[config.mk]
export PLATFORM = sky130hd
export DESIGN_NAME = lock_monitor_flat
export DESIGN_NICKNAME = d
export VERILOG_FILES = /design/src/rtl/lock_monitor_if.sv /design/src/rtl/lock_monitor.sv /design/src/flat_wrapper.sv
export SDC_FILE = /design/constraint.sdc
export NUM_CORES = 1
export LEC_CHECK = 0
export ABC_AREA = 1
export CAP_MARGIN = 10
export CORE_MARGIN = 2
export CORE_UTILIZATION = 30
export DETAILED_ROUTE_END_ITERATION = 8
export GPL_TIMING_DRIVEN = 0
export REMOVE_ABC_BUFFERS = 1
export SYNTH_ARGS = -nofsm -noshare
export SYNTH_HDL_FRONTEND = slang
export SYNTH_SLANG_ARGS = --single-unit
[constraint.sdc]
create_clock -name clock -period 9.56 [get_ports clock]
set_clock_uncertainty 0.1 [all_clocks]
set_input_delay 1.434 -clock clock [delete_from_list [all_inputs] [get_ports clock]]
set_output_delay 1.434 -clock clock [all_outputs]
set_load 0.01 [all_outputs]
[src/rtl/lock_monitor_if.sv]
`default_nettype none
// ============================================================================
// Module      : lock_monitor_if
// Description : Bundles the measurement controls, configuration and status
//               signals of lock_monitor.
//               master : drives enable/events/configuration, observes status
//               slave  : the monitor itself
//               enable, freqUp, freqDn, windowLen, lockThreshold, lockCount,
//               unlockCount, clearLossFlag                  (master -> slave)
//               locked, state, lossOfLock, lastError, windowDone
//                                                           (slave -> master)
// Revision    : 1.0 - initial release
// ============================================================================
interface lock_monitor_if #(
    parameter int CNT_W  = 6,
    parameter int WIN_W  = 8,
    parameter int CONF_W = 3
);
    logic              enable;
    logic              freqUp;
    logic              freqDn;
    logic [WIN_W-1:0]  windowLen;
    logic [CNT_W-1:0]  lockThreshold;
    logic [CONF_W-1:0] lockCount;
    logic [CONF_W-1:0] unlockCount;
    logic              clearLossFlag;
    logic              locked;
    logic [1:0]        state;
    logic              lossOfLock;
    logic [CNT_W-1:0]  lastError;
    logic              windowDone;

    modport master (
        output enable, freqUp, freqDn, windowLen, lockThreshold,
               lockCount, unlockCount, clearLossFlag,
        input  locked, state, lossOfLock, lastError, windowDone
    );

    modport slave (
        input  enable, freqUp, freqDn, windowLen, lockThreshold,
               lockCount, unlockCount, clearLossFlag,
        output locked, state, lossOfLock, lastError, windowDone
    );
endinterface
`default_nettype wire

[src/rtl/lock_monitor.sv]
`default_nettype none
// ============================================================================
// Module      : lock_monitor
// Description : Windowed PLL lock detector. Counts phase/frequency-detector
//               up/down events over windows of windowLen+1 enabled cycles,
//               grades each closed window as good (|up-dn| within threshold,
//               no counter saturation) or bad, and runs a hysteresis FSM
//               UNLOCKED -> ACQUIRING -> LOCKED -> LOSING that requires
//               lockCount consecutive good windows to lock and unlockCount
//               consecutive bad windows to unlock.
// Ports       : clock  - rising-edge clock
//               reset  - synchronous active-high reset
//               bus    - lock_monitor_if.slave (enable, freqUp, freqDn,
//                        windowLen, lockThreshold, lockCount, unlockCount,
//                        clearLossFlag in; locked, state, lossOfLock,
//                        lastError, windowDone out)
// Revision    : 1.0 - initial release
// ============================================================================
module lock_monitor #(
    parameter int CNT_W  = 6,
    parameter int WIN_W  = 8,
    parameter int CONF_W = 3
) (
    input  wire logic     clock,
    input  wire logic     reset,
    lock_monitor_if.slave bus
);

    typedef enum logic [1:0] {
        c_UNLOCKED  = 2'd0,
        c_ACQUIRING = 2'd1,
        c_LOCKED    = 2'd2,
        c_LOSING    = 2'd3
    } state_t;

    localparam logic [CNT_W-1:0]  c_CNT_MAX  = {CNT_W{1'b1}};
    localparam logic [CNT_W-1:0]  c_CNT_ONE  = CNT_W'(1);
    localparam logic [WIN_W-1:0]  c_WIN_ONE  = WIN_W'(1);
    localparam logic [CONF_W-1:0] c_CONF_MAX = {CONF_W{1'b1}};
    localparam logic [CONF_W-1:0] c_CONF_ONE = CONF_W'(1);

    // Registered state
    state_t            r_state;
    logic [WIN_W-1:0]  r_win_cnt;
    logic [CNT_W-1:0]  r_up_cnt;
    logic [CNT_W-1:0]  r_dn_cnt;
    logic [CONF_W-1:0] r_good_cnt;
    logic [CONF_W-1:0] r_bad_cnt;
    logic [CNT_W-1:0]  r_last_error;
    logic              r_loss;
    logic              r_window_done;

    // Combinational
    logic              w_closing;
    logic [CNT_W-1:0]  w_up_next;
    logic [CNT_W-1:0]  w_dn_next;
    logic              w_up_sat;
    logic              w_dn_sat;
    logic [CNT_W-1:0]  w_error;
    logic              w_good;
    logic [CONF_W-1:0] w_lock_need;
    logic [CONF_W-1:0] w_unlock_need;
    logic [CONF_W-1:0] w_good_inc;
    logic [CONF_W-1:0] w_bad_inc;
    state_t            w_state_next;
    logic [CONF_W-1:0] w_good_next;
    logic [CONF_W-1:0] w_bad_next;
    logic              w_loss_set;

    // ------------------------------------------------------------------------
    // Window bookkeeping
    // ------------------------------------------------------------------------
    assign w_closing = bus.enable && (r_win_cnt == bus.windowLen);

    // Counts including this cycle's events: in the closing cycle these are
    // the final window totals, otherwise they are the next register values.
    assign w_up_next = (bus.freqUp && (r_up_cnt != c_CNT_MAX)) ? r_up_cnt + c_CNT_ONE : r_up_cnt;
    assign w_dn_next = (bus.freqDn && (r_dn_cnt != c_CNT_MAX)) ? r_dn_cnt + c_CNT_ONE : r_dn_cnt;

    // A counter sitting at all-ones may have lost events, so its window
    // cannot be trusted regardless of the computed error.
    assign w_up_sat = (w_up_next == c_CNT_MAX);
    assign w_dn_sat = (w_dn_next == c_CNT_MAX);

    // Both operands are unsigned CNT_W values, so the magnitude always fits.
    assign w_error = (w_up_next >= w_dn_next) ? (w_up_next - w_dn_next)
                                              : (w_dn_next - w_up_next);

    assign w_good = !w_up_sat && !w_dn_sat && (w_error <= bus.lockThreshold);

    // A zero confirmation count would otherwise never be reached.
    assign w_lock_need   = (bus.lockCount   == '0) ? c_CONF_ONE : bus.lockCount;
    assign w_unlock_need = (bus.unlockCount == '0) ? c_CONF_ONE : bus.unlockCount;

    assign w_good_inc = (r_good_cnt != c_CONF_MAX) ? r_good_cnt + c_CONF_ONE : r_good_cnt;
    assign w_bad_inc  = (r_bad_cnt  != c_CONF_MAX) ? r_bad_cnt  + c_CONF_ONE : r_bad_cnt;

    // ------------------------------------------------------------------------
    // Lock FSM: next state, evaluated only on window close
    // ------------------------------------------------------------------------
    always_comb begin
        w_state_next = r_state;
        w_good_next  = r_good_cnt;
        w_bad_next   = r_bad_cnt;
        if (w_closing) begin
            case (r_state)
                c_UNLOCKED: begin
                    if (w_good) begin
                        if (w_lock_need == c_CONF_ONE) begin
                            w_state_next = c_LOCKED;
                            w_good_next  = '0;
                        end else begin
                            w_state_next = c_ACQUIRING;
                            w_good_next  = c_CONF_ONE;
                        end
                    end
                end
                c_ACQUIRING: begin
                    if (w_good) begin
                        if (w_good_inc >= w_lock_need) begin
                            w_state_next = c_LOCKED;
                            w_good_next  = '0;
                        end else begin
                            w_good_next  = w_good_inc;
                        end
                    end else begin
                        w_state_next = c_UNLOCKED;
                        w_good_next  = '0;
                    end
                end
                c_LOCKED: begin
                    if (w_good) begin
                        w_bad_next = '0;
                    end else if (w_unlock_need == c_CONF_ONE) begin
                        w_state_next = c_UNLOCKED;
                        w_bad_next   = '0;
                    end else begin
                        w_state_next = c_LOSING;
                        w_bad_next   = c_CONF_ONE;
                    end
                end
                c_LOSING: begin
                    if (w_good) begin
                        w_state_next = c_LOCKED;
                        w_bad_next   = '0;
                    end else if (w_bad_inc >= w_unlock_need) begin
                        w_state_next = c_UNLOCKED;
                        w_bad_next   = '0;
                    end else begin
                        w_bad_next   = w_bad_inc;
                    end
                end
                default: begin
                    w_state_next = c_UNLOCKED;
                    w_good_next  = '0;
                    w_bad_next   = '0;
                end
            endcase
        end
    end

    // Losing lock is any exit from the locked pair back to UNLOCKED.
    assign w_loss_set = w_closing
                     && ((r_state == c_LOCKED) || (r_state == c_LOSING))
                     && (w_state_next == c_UNLOCKED);

    // ------------------------------------------------------------------------
    // Registers
    // ------------------------------------------------------------------------
    always_ff @(posedge clock) begin
        if (reset) begin
            r_state       <= c_UNLOCKED;
            r_win_cnt     <= '0;
            r_up_cnt      <= '0;
            r_dn_cnt      <= '0;
            r_good_cnt    <= '0;
            r_bad_cnt     <= '0;
            r_last_error  <= '0;
            r_loss        <= 1'b0;
            r_window_done <= 1'b0;
        end else begin
            r_window_done <= 1'b0;
            // w_state_next/good/bad equal the current values unless closing.
            r_state       <= w_state_next;
            r_good_cnt    <= w_good_next;
            r_bad_cnt     <= w_bad_next;

            if (!bus.enable) begin
                // Disabled: the partial window is discarded.
                r_win_cnt <= '0;
                r_up_cnt  <= '0;
                r_dn_cnt  <= '0;
            end else if (w_closing) begin
                r_win_cnt     <= '0;
                r_up_cnt      <= '0;
                r_dn_cnt      <= '0;
                r_window_done <= 1'b1;
                r_last_error  <= w_error;
            end else begin
                r_win_cnt <= r_win_cnt + c_WIN_ONE;
                r_up_cnt  <= w_up_next;
                r_dn_cnt  <= w_dn_next;
            end

            // A fresh loss event must not be swallowed by a concurrent clear.
            if (w_loss_set) begin
                r_loss <= 1'b1;
            end else if (bus.clearLossFlag) begin
                r_loss <= 1'b0;
            end
        end
    end

    // ------------------------------------------------------------------------
    // Outputs
    // ------------------------------------------------------------------------
    assign bus.state      = r_state;
    assign bus.locked     = (r_state == c_LOCKED) || (r_state == c_LOSING);
    assign bus.lossOfLock = r_loss;
    assign bus.lastError  = r_last_error;
    assign bus.windowDone = r_window_done;

endmodule
`default_nettype wire

[src/flat_wrapper.sv]
// flat-port wrapper written by rule: the top's interface ports become plain ports
module lock_monitor_flat 
#(
    parameter int CNT_W  = 6,
    parameter int WIN_W  = 8,
    parameter int CONF_W = 3
)
  (clock, reset, bus_enable, bus_freqUp, bus_freqDn, bus_windowLen, bus_lockThreshold, bus_lockCount, bus_unlockCount, bus_clearLossFlag, bus_locked, bus_state, bus_lossOfLock, bus_lastError, bus_windowDone);
  lock_monitor_if #(.CNT_W(CNT_W), .WIN_W(WIN_W), .CONF_W(CONF_W)) bus_i ();
  input  wire logic clock;
  input  wire logic reset;
  input wire logic [$bits(bus_i.enable)-1:0] bus_enable;
  input wire logic [$bits(bus_i.freqUp)-1:0] bus_freqUp;
  input wire logic [$bits(bus_i.freqDn)-1:0] bus_freqDn;
  input wire logic [$bits(bus_i.windowLen)-1:0] bus_windowLen;
  input wire logic [$bits(bus_i.lockThreshold)-1:0] bus_lockThreshold;
  input wire logic [$bits(bus_i.lockCount)-1:0] bus_lockCount;
  input wire logic [$bits(bus_i.unlockCount)-1:0] bus_unlockCount;
  input wire logic [$bits(bus_i.clearLossFlag)-1:0] bus_clearLossFlag;
  output wire logic [$bits(bus_i.locked)-1:0] bus_locked;
  output wire logic [$bits(bus_i.state)-1:0] bus_state;
  output wire logic [$bits(bus_i.lossOfLock)-1:0] bus_lossOfLock;
  output wire logic [$bits(bus_i.lastError)-1:0] bus_lastError;
  output wire logic [$bits(bus_i.windowDone)-1:0] bus_windowDone;
  assign bus_i.enable = bus_enable;
  assign bus_i.freqUp = bus_freqUp;
  assign bus_i.freqDn = bus_freqDn;
  assign bus_i.windowLen = bus_windowLen;
  assign bus_i.lockThreshold = bus_lockThreshold;
  assign bus_i.lockCount = bus_lockCount;
  assign bus_i.unlockCount = bus_unlockCount;
  assign bus_i.clearLossFlag = bus_clearLossFlag;
  assign bus_locked = bus_i.locked;
  assign bus_state = bus_i.state;
  assign bus_lossOfLock = bus_i.lossOfLock;
  assign bus_lastError = bus_i.lastError;
  assign bus_windowDone = bus_i.windowDone;
  lock_monitor #(.CNT_W(CNT_W), .WIN_W(WIN_W), .CONF_W(CONF_W)) u_core (.clock(clock), .reset(reset), .bus(bus_i));
endmodule
==> results of run 1 <==
## how the worst max path moves through the flow
stage	slack, ps	depth (start not counted)	from	endpoint
global route	3690	28	bus_freqUp	u_core.bus.lossOfLock
floorplan	4910	26	bus_freqUp	u_core.r_good_cnt[0]
finish	4120	28	bus_freqUp	u_core.bus.lossOfLock
global placement	3800	28	bus_freqUp	u_core.bus.lossOfLock
CTS	4070	28	bus_freqUp	u_core.bus.lossOfLock
detailed placement	3770	28	bus_freqUp	u_core.bus.lossOfLock
## registers in the layout, summed over array words and instances, names as in the netlist
register / cells
u_core.bus.windowDone: 1
u_core.r_up_cnt: 6
u_core.bus.state: 2
u_core.r_dn_cnt: 6
u_core.r_good_cnt: 3
u_core.bus.lossOfLock: 1
u_core.bus.lastError: 6
u_core.r_bad_cnt: 3
u_core.r_win_cnt: 8
## cells by family after synthesis
family,count (synthesis)
AO/OA/AOI/OAI,54
XOR/XNOR,15
adder cells (fa/ha/maj),27
buffers and inverters,84
flip-flops,36
multiplexers,1
AND/OR/NAND/NOR,218
## report_power, final
group | internal (uW) | leakage (uW) | total (uW) | switching [uW]
logic | 36.3 | 0.00129 | 84.8 | 48.5
registers | 151 | 0.000291 | 153 | 1.56
clock network | 57.5 | 0.0000510 | 113 | 55.1
total | 245 | 0.00163 | 350 | 105
## through the flow
stage / instances / cell area [um^2] / power [uW] / hold slack (ps) / setup WS [ps]
detailed placement: 598 / 3426 / 242.0 / 376.2 / 3771
CTS: 606 / 3518 / 358.9 / 387.3 / 4073
global placement: 598 / 3426 / 241.1 / 365.3 / 3796
global route: 606 / 3518 / 375.7 / 411.6 / 3694
finish: 606 / 3518 / 350.1 / 382.5 / 4124
floorplan: 429 / 2899 / 216.2 / 341.2 / 4905
## layer usage
metal	wire length [um]	up-vias	global-route usage, %
li1	-	1454	-
met1	3021	1188	15.41
met2	2764	40	20.41
met3	207	7	1.898
met4	83	0	4.049
met5	0	-	0
## cell usage in the layout, fill, tap and decap left out, types with 2 or more instances in the layout
cell                              synthesis  routed
sky130_fd_sc_hd__o21a_1                   2       2
sky130_fd_sc_hd__a21oi_1                 16      16
sky130_fd_sc_hd__clkbuf_8                 0       6
sky130_fd_sc_hd__o211ai_1                 3       3
sky130_fd_sc_hd__dfxtp_1                 36      36
sky130_fd_sc_hd__nor2_1                  59      59
sky130_fd_sc_hd__nor2_4                   4       4
sky130_fd_sc_hd__nand3_2                  3       3
sky130_fd_sc_hd__a21oi_2                  2       2
sky130_fd_sc_hd__xor2_1                  12      12
sky130_fd_sc_hd__nand2_1                 88      88
sky130_fd_sc_hd__xnor2_1                  3       3
sky130_fd_sc_hd__nor3b_1                  2       2
sky130_fd_sc_hd__nand4_1                  7       7
sky130_fd_sc_hd__nand2_2                 10      10
sky130_fd_sc_hd__o21ai_0                 15      15
sky130_fd_sc_hd__ha_1                    25      25
sky130_fd_sc_hd__a211oi_1                 3       3
sky130_fd_sc_hd__nor3_1                   3       3
sky130_fd_sc_hd__fa_1                     2       2
sky130_fd_sc_hd__a31oi_1                  2       2
sky130_fd_sc_hd__o22ai_1                  2       2
sky130_fd_sc_hd__clkinv_2                 0       2
sky130_fd_sc_hd__nand3_1                 26      26
sky130_fd_sc_hd__or2_2                    6       6
sky130_fd_sc_hd__nand2_4                  2       2
sky130_fd_sc_hd__o2111ai_1                2       2
sky130_fd_sc_hd__clkdlybuf4s50_1          0      36
sky130_fd_sc_hd__nor2_2                   4       4
sky130_fd_sc_hd__inv_1                   74      74
sky130_fd_sc_hd__inv_2                    3       3
## layout make-up
type / instances / area, um^2 / share of cell area, %
multi-input cells: 315 / 1883 / 53.52
flip-flops and latches: 36 / 720.7 / 20.48
repair buffers: 36 / 360.3 / 10.24
inverters: 78 / 295.3 / 8.393
well taps: 133 / 166.4 / 4.730
clock buffers: 6 / 82.58 / 2.347
clock inverters: 2 / 10.01 / 0.2845
## tightest hold or removal path, delay by kind of cell (launching register included)
kind	cells	cell delay, ps
buffers and inverters	1	60
DFF	1	320
AOI/OAI and AO/OA	1	60
==> results.cfg, run 1 <==
[clocking]
post-cts-setup-buffer-count = 0
tritoncts.num_buffers = 5
post_cts_resize_count = 0
cts.path.max_buffers = 2
numClockSinks = 36
cts_tree = built
cts_hold_buf = 0
clk-insertion-delay-late_ps = 280
cts_root_buffer = sky130_fd_sc_hd__clkbuf_8
clk_pin_slew_ps = 70
htree_levels = 2

[setup_path]
critical-path-slowest-cell = sky130_fd_sc_hd__clkdlybuf4s50_1
path_max_fanout = 8
crit_buf_inv = 5
reg2reg_slack_ps = 5110
worst_ep_required_time_ps = 9680
worstPathArrival_ps = 5560
timing.critical_path.to_type = register
start_kind = input pin
timing.reg2reg.worst_path_depth = 28
worst_path_dominant_cell_family = simple AND/OR/NAND/NOR gates
crit_path_max_incr_delay_ps = 570
r2r_end = u_core.bus.lossOfLock
worst_reg2reg_startpoint = u_core.r_up_cnt[1]
setup.worst_path.class = in2reg
crit_top_cell = sky130_fd_sc_hd__nand2_1

[floorplanning]
floorplan.die_area_um2 = 10580
floorplan.io_pins = 37
die_width_um = 102.9
num_rows = 36
die_h_um = 102.9
fp.coreArea_um2 = 9639
floorplan.initialDensity_pct = 30.43

[detailed_routing]
drc = 0
finalWirelength_um = 6076
via_count = 2689
route.detailed.vias_per_inst = 4.437
dr.first_iter.drc_count = 45
detailedRoute.firstPassIterationCount = 4
avgRoutedWirePerCell_um = 10.03
detail-route-antenna-nets = 0

[timing]
max_slew_margin_pct = 31.01
fmax_ghz = 0.1840
hold_viol = 0
min_period_ps = 5436
grt_setup_unrepaired = false
final.setup.tns_ps = 0
timing.final.setup_violations = 0
final_min_period_over_clock_period_pct = 56.86
final_max_slew_viol_count = 0
tightest_slew_ps = 1031

[logic_synthesis]
basic_gate_share_of_the_synthesized_area_counting_and_or_nand_and_nor_cells_pct = 34.77
synth-warning-count = 0
asyncSetResetFlopFracSynth_pct = 0
synth.yosys.seq_area_share_pct = 24.57
synth_edf_count = 0
synth_compound_area_share_pct = 12.54
synthTopCellsByArea = sky130_fd_sc_hd__dfxtp_1 25%, sky130_fd_sc_hd__nand2_1 11%, sky130_fd_sc_hd__ha_1 11%, sky130_fd_sc_hd__inv_1 9.5%, sky130_fd_sc_hd__nor2_1 7.6%
most_used_flip_flop_cell_after_synthesis = sky130_fd_sc_hd__dfxtp_1
gate_count_after_technology_mapping = 435
post-synth-top-count-cell = sky130_fd_sc_hd__nand2_1
synth_mux_area_share_pct = 0.3840
synthesis.area_um2 = 2933
ys_seq_elements = 36
synthDominantAreaCellType = sky130_fd_sc_hd__dfxtp_1
post_synth_num_cell_types = 44
synth_xor_xnor_area_share_pct = 4.480
post_synth_most_frequent_cells = 88 x sky130_fd_sc_hd__nand2_1, 74 x sky130_fd_sc_hd__inv_1, 59 x sky130_fd_sc_hd__nor2_1
synth_top_area_share_pct = 24.57
main_combinational_cell_family_by_area_after_synthesis = simple AND/OR/NAND/NOR gates
syn-mean-instance-area_um2 = 6.742
post_synth_fa_ha_maj_area_fraction_pct = 12.03

[power_and_ir_drop]
vdd.ir_drop.worst_mv = 0.05727
power_density_nw_per_um2 = 99.52
total_leakage_power_uw = 0.001628

[hold_path]
min_delay_worst_endpoint = u_core.r_good_cnt[1]
worstHoldStart = u_core.r_good_cnt[1]
worstHoldPathCells = 2
min-delay-path-class = reg2reg

[placement]
place_hpwl_um = 5009
finalWeightedCongestion = 0.8985
portBuffers = 36

[outcome]
status = finished, final reports clean

[final_layout]
layout.core_utilization_pct = 36.50
final_nets = 525
layout_cell_share_with_drive_strength_beyond_1_pct = 10.99
antenna_cells_inserted = 0
fill_cells = 1033
area_delta_synth_final_pct = 19.97

[grt]
maximum_number_of_pins_on_one_net_before_global_route_repair = 21
grt_antenna_before_repair = 0
track_usage_pct = 11.97
wire_length_of_the_first_global_routing_pass_um = 10350
globalRoute.totalOverflow = 0
first_global_vias = 2430

[job]
cap_violations = 0
Power figures use the tool's default switching activity.
==> inputs of run 2 (changes only) <==
==> constraint.sdc (replaced) <==
create_clock -name clock -period 4.5 [get_ports clock]
set_clock_uncertainty 0.1 [all_clocks]
set_input_delay 0.675 -clock clock [delete_from_list [all_inputs] [get_ports clock]]
set_output_delay 0.675 -clock clock [all_outputs]
set_load 0.01 [all_outputs]
==> results.cfg, run 2 (synthesis results as in run 1) <==
[outcome]
status = finished, final reports clean

[floorplanning]
die_h_um = 102.9
num_rows = 36
fp.coreArea_um2 = 9639
die_width_um = 102.9
floorplan.io_pins = 37
floorplan.die_area_um2 = 10580
floorplan.initialDensity_pct = 30.43

[final_layout]
layout.core_utilization_pct = 37.51
antenna_cells_inserted = 0
area_delta_synth_final_pct = 23.29
layout.cells.most_common = sky130_fd_sc_hd__nand2_1
largest_reg_flops = 8
largest_register = u_core.r_win_cnt
layout_cell_share_with_drive_strength_beyond_1_pct = 15.51
finish.cell_count_without_fillers = 610
final_nets = 529
total_non_filler_cell_area_in_the_finished_layout_um2 = 3616
final_cell_mix = 87 x sky130_fd_sc_hd__nand2_1, 74 x sky130_fd_sc_hd__inv_1, 58 x sky130_fd_sc_hd__nor2_1

[setup_path]
path_max_fanout = 8
setup.worst_path.class = reg2reg
worst_ep_required_time_ps = 4630
timing.critical_path.to_type = register
r2r_end = u_core.bus.lossOfLock
worstPathArrival_ps = 4240
setup.worst_path.start = u_core.r_up_cnt[1]
reg2reg_slack_ps = 390
critical-path-slowest-cell = sky130_fd_sc_hd__fa_2
timing.reg2reg.worst_path_depth = 28
crit_top_cell = sky130_fd_sc_hd__nand2_1
start_kind = register
worst_setup_path_endpoint = u_core.bus.lossOfLock
crit_path_max_incr_delay_ps = 390
worst_reg2reg_startpoint = u_core.r_up_cnt[1]

[grt]
globalRoute.totalOverflow = 0
first_global_vias = 2429
track_usage_pct = 12.06
wire_length_of_the_first_global_routing_pass_um = 10410
grt_antenna_before_repair = 0
maximum_number_of_pins_on_one_net_before_global_route_repair = 21

[clocking]
tritoncts.num_buffers = 5
clk_pin_slew_ps = 70
cts.path.max_buffers = 2
htree_levels = 2
cts_tree = built
clk-insertion-delay-late_ps = 290
numClockSinks = 36
cts_root_buffer = sky130_fd_sc_hd__clkbuf_8

[hold_path]
min-delay-path-class = reg2reg
worstHoldStart = u_core.r_good_cnt[1]

[detailed_routing]
route.detailed.vias_per_inst = 4.443
detailedRoute.firstPassIterationCount = 4
finalWirelength_um = 6275
dr.first_iter.drc_count = 45
avgRoutedWirePerCell_um = 10.29
via_count = 2710
detail-route-antenna-nets = 0
drc = 0

[placement]
dpl.cell_count = 598
finalWeightedCongestion = 0.8985
place_hpwl_um = 5009
portBuffers = 36
detailed_place.area_um2 = 3426

[power_and_ir_drop]
power_density_nw_per_um2 = 211.6
vdd.ir_drop.worst_mv = 0.1225
total_leakage_power_uw = 0.001643

[job]
cap_violations = 0

[timing]
min_period_ps = 4113
fmax_ghz = 0.2431
final.setup.tns_ps = 0
hold_viol = 0
final_max_slew_viol_count = 0
tightest_slew_ps = 1054
max_slew_margin_pct = 29.49
final_min_period_over_clock_period_pct = 91.41
timing.final.setup_violations = 0
run 2: metrics by stage:
stage / setup WS [ps] / hold WS [ps] / power (uW)
after floorplan: 574.1 / 341.2 / 459.2
after global placement: -504.8 / 365.3 / 512.1
after detailed placement: -530.4 / 376.2 / 514.0
after CTS: 78.65 / 387.3 / 764.6
after global routing: -18.35 / 411.6 / 816.8
final: 386.7 / 382.9 / 765.1
run 2: worst max-delay path: cells and delay by family (launching register included):
family,cells,cell delay (ps)
buffers and inverters,2,120
AND/OR/NAND/NOR,18,1960
adder cells (fa/ha/maj),4,1060
flip-flops,1,370
AO/OA/AOI/OAI,4,450
run 2: layer usage:
| layer | global-route usage, % | wire length [um] | vias up |
|---|---|---|---|
| met5 | 0 | 0 | - |
| met4 | 4.049 | 115 | 0 |
| met3 | 1.898 | 176 | 8 |
| met2 | 20.61 | 2842 | 37 |
| met1 | 15.53 | 3140 | 1202 |
| li1 | - | - | 1463 |
run 2: power breakdown:
group	internal (uW)	total, uW	switching (uW)
logic	87.9	199	111
registers	321	324	3.87
clock network	122	241	119
total	531	765	234
run 2: area by class of cell:
type,instances,area (um^2)
repair buffers,40,380.4
clock buffers,6,82.58
inverters,78,295.3
multi-input cells,315,1949
clock inverters,2,10.01
fillers,1031,6023
well taps,133,166.4
flip-flops and latches,36,732.0
run 2: worst min path at each step:
stage | to | cells past startpoint
final | u_core.r_good_cnt[1] | 2
after global routing | u_core.bus.lossOfLock | 2
after CTS | u_core.r_good_cnt[1] | 2
after detailed placement | u_core.r_good_cnt[1] | 2
after global placement | u_core.r_good_cnt[1] | 2
after floorplan | u_core.r_win_cnt[0] | 1
run 2: timing repair:
action,CTS,global route
setup endpoints to repair,6,6
setup buffers,0,4
resized for setup,4,26
hold buffers,0,0
pin swaps,1,7
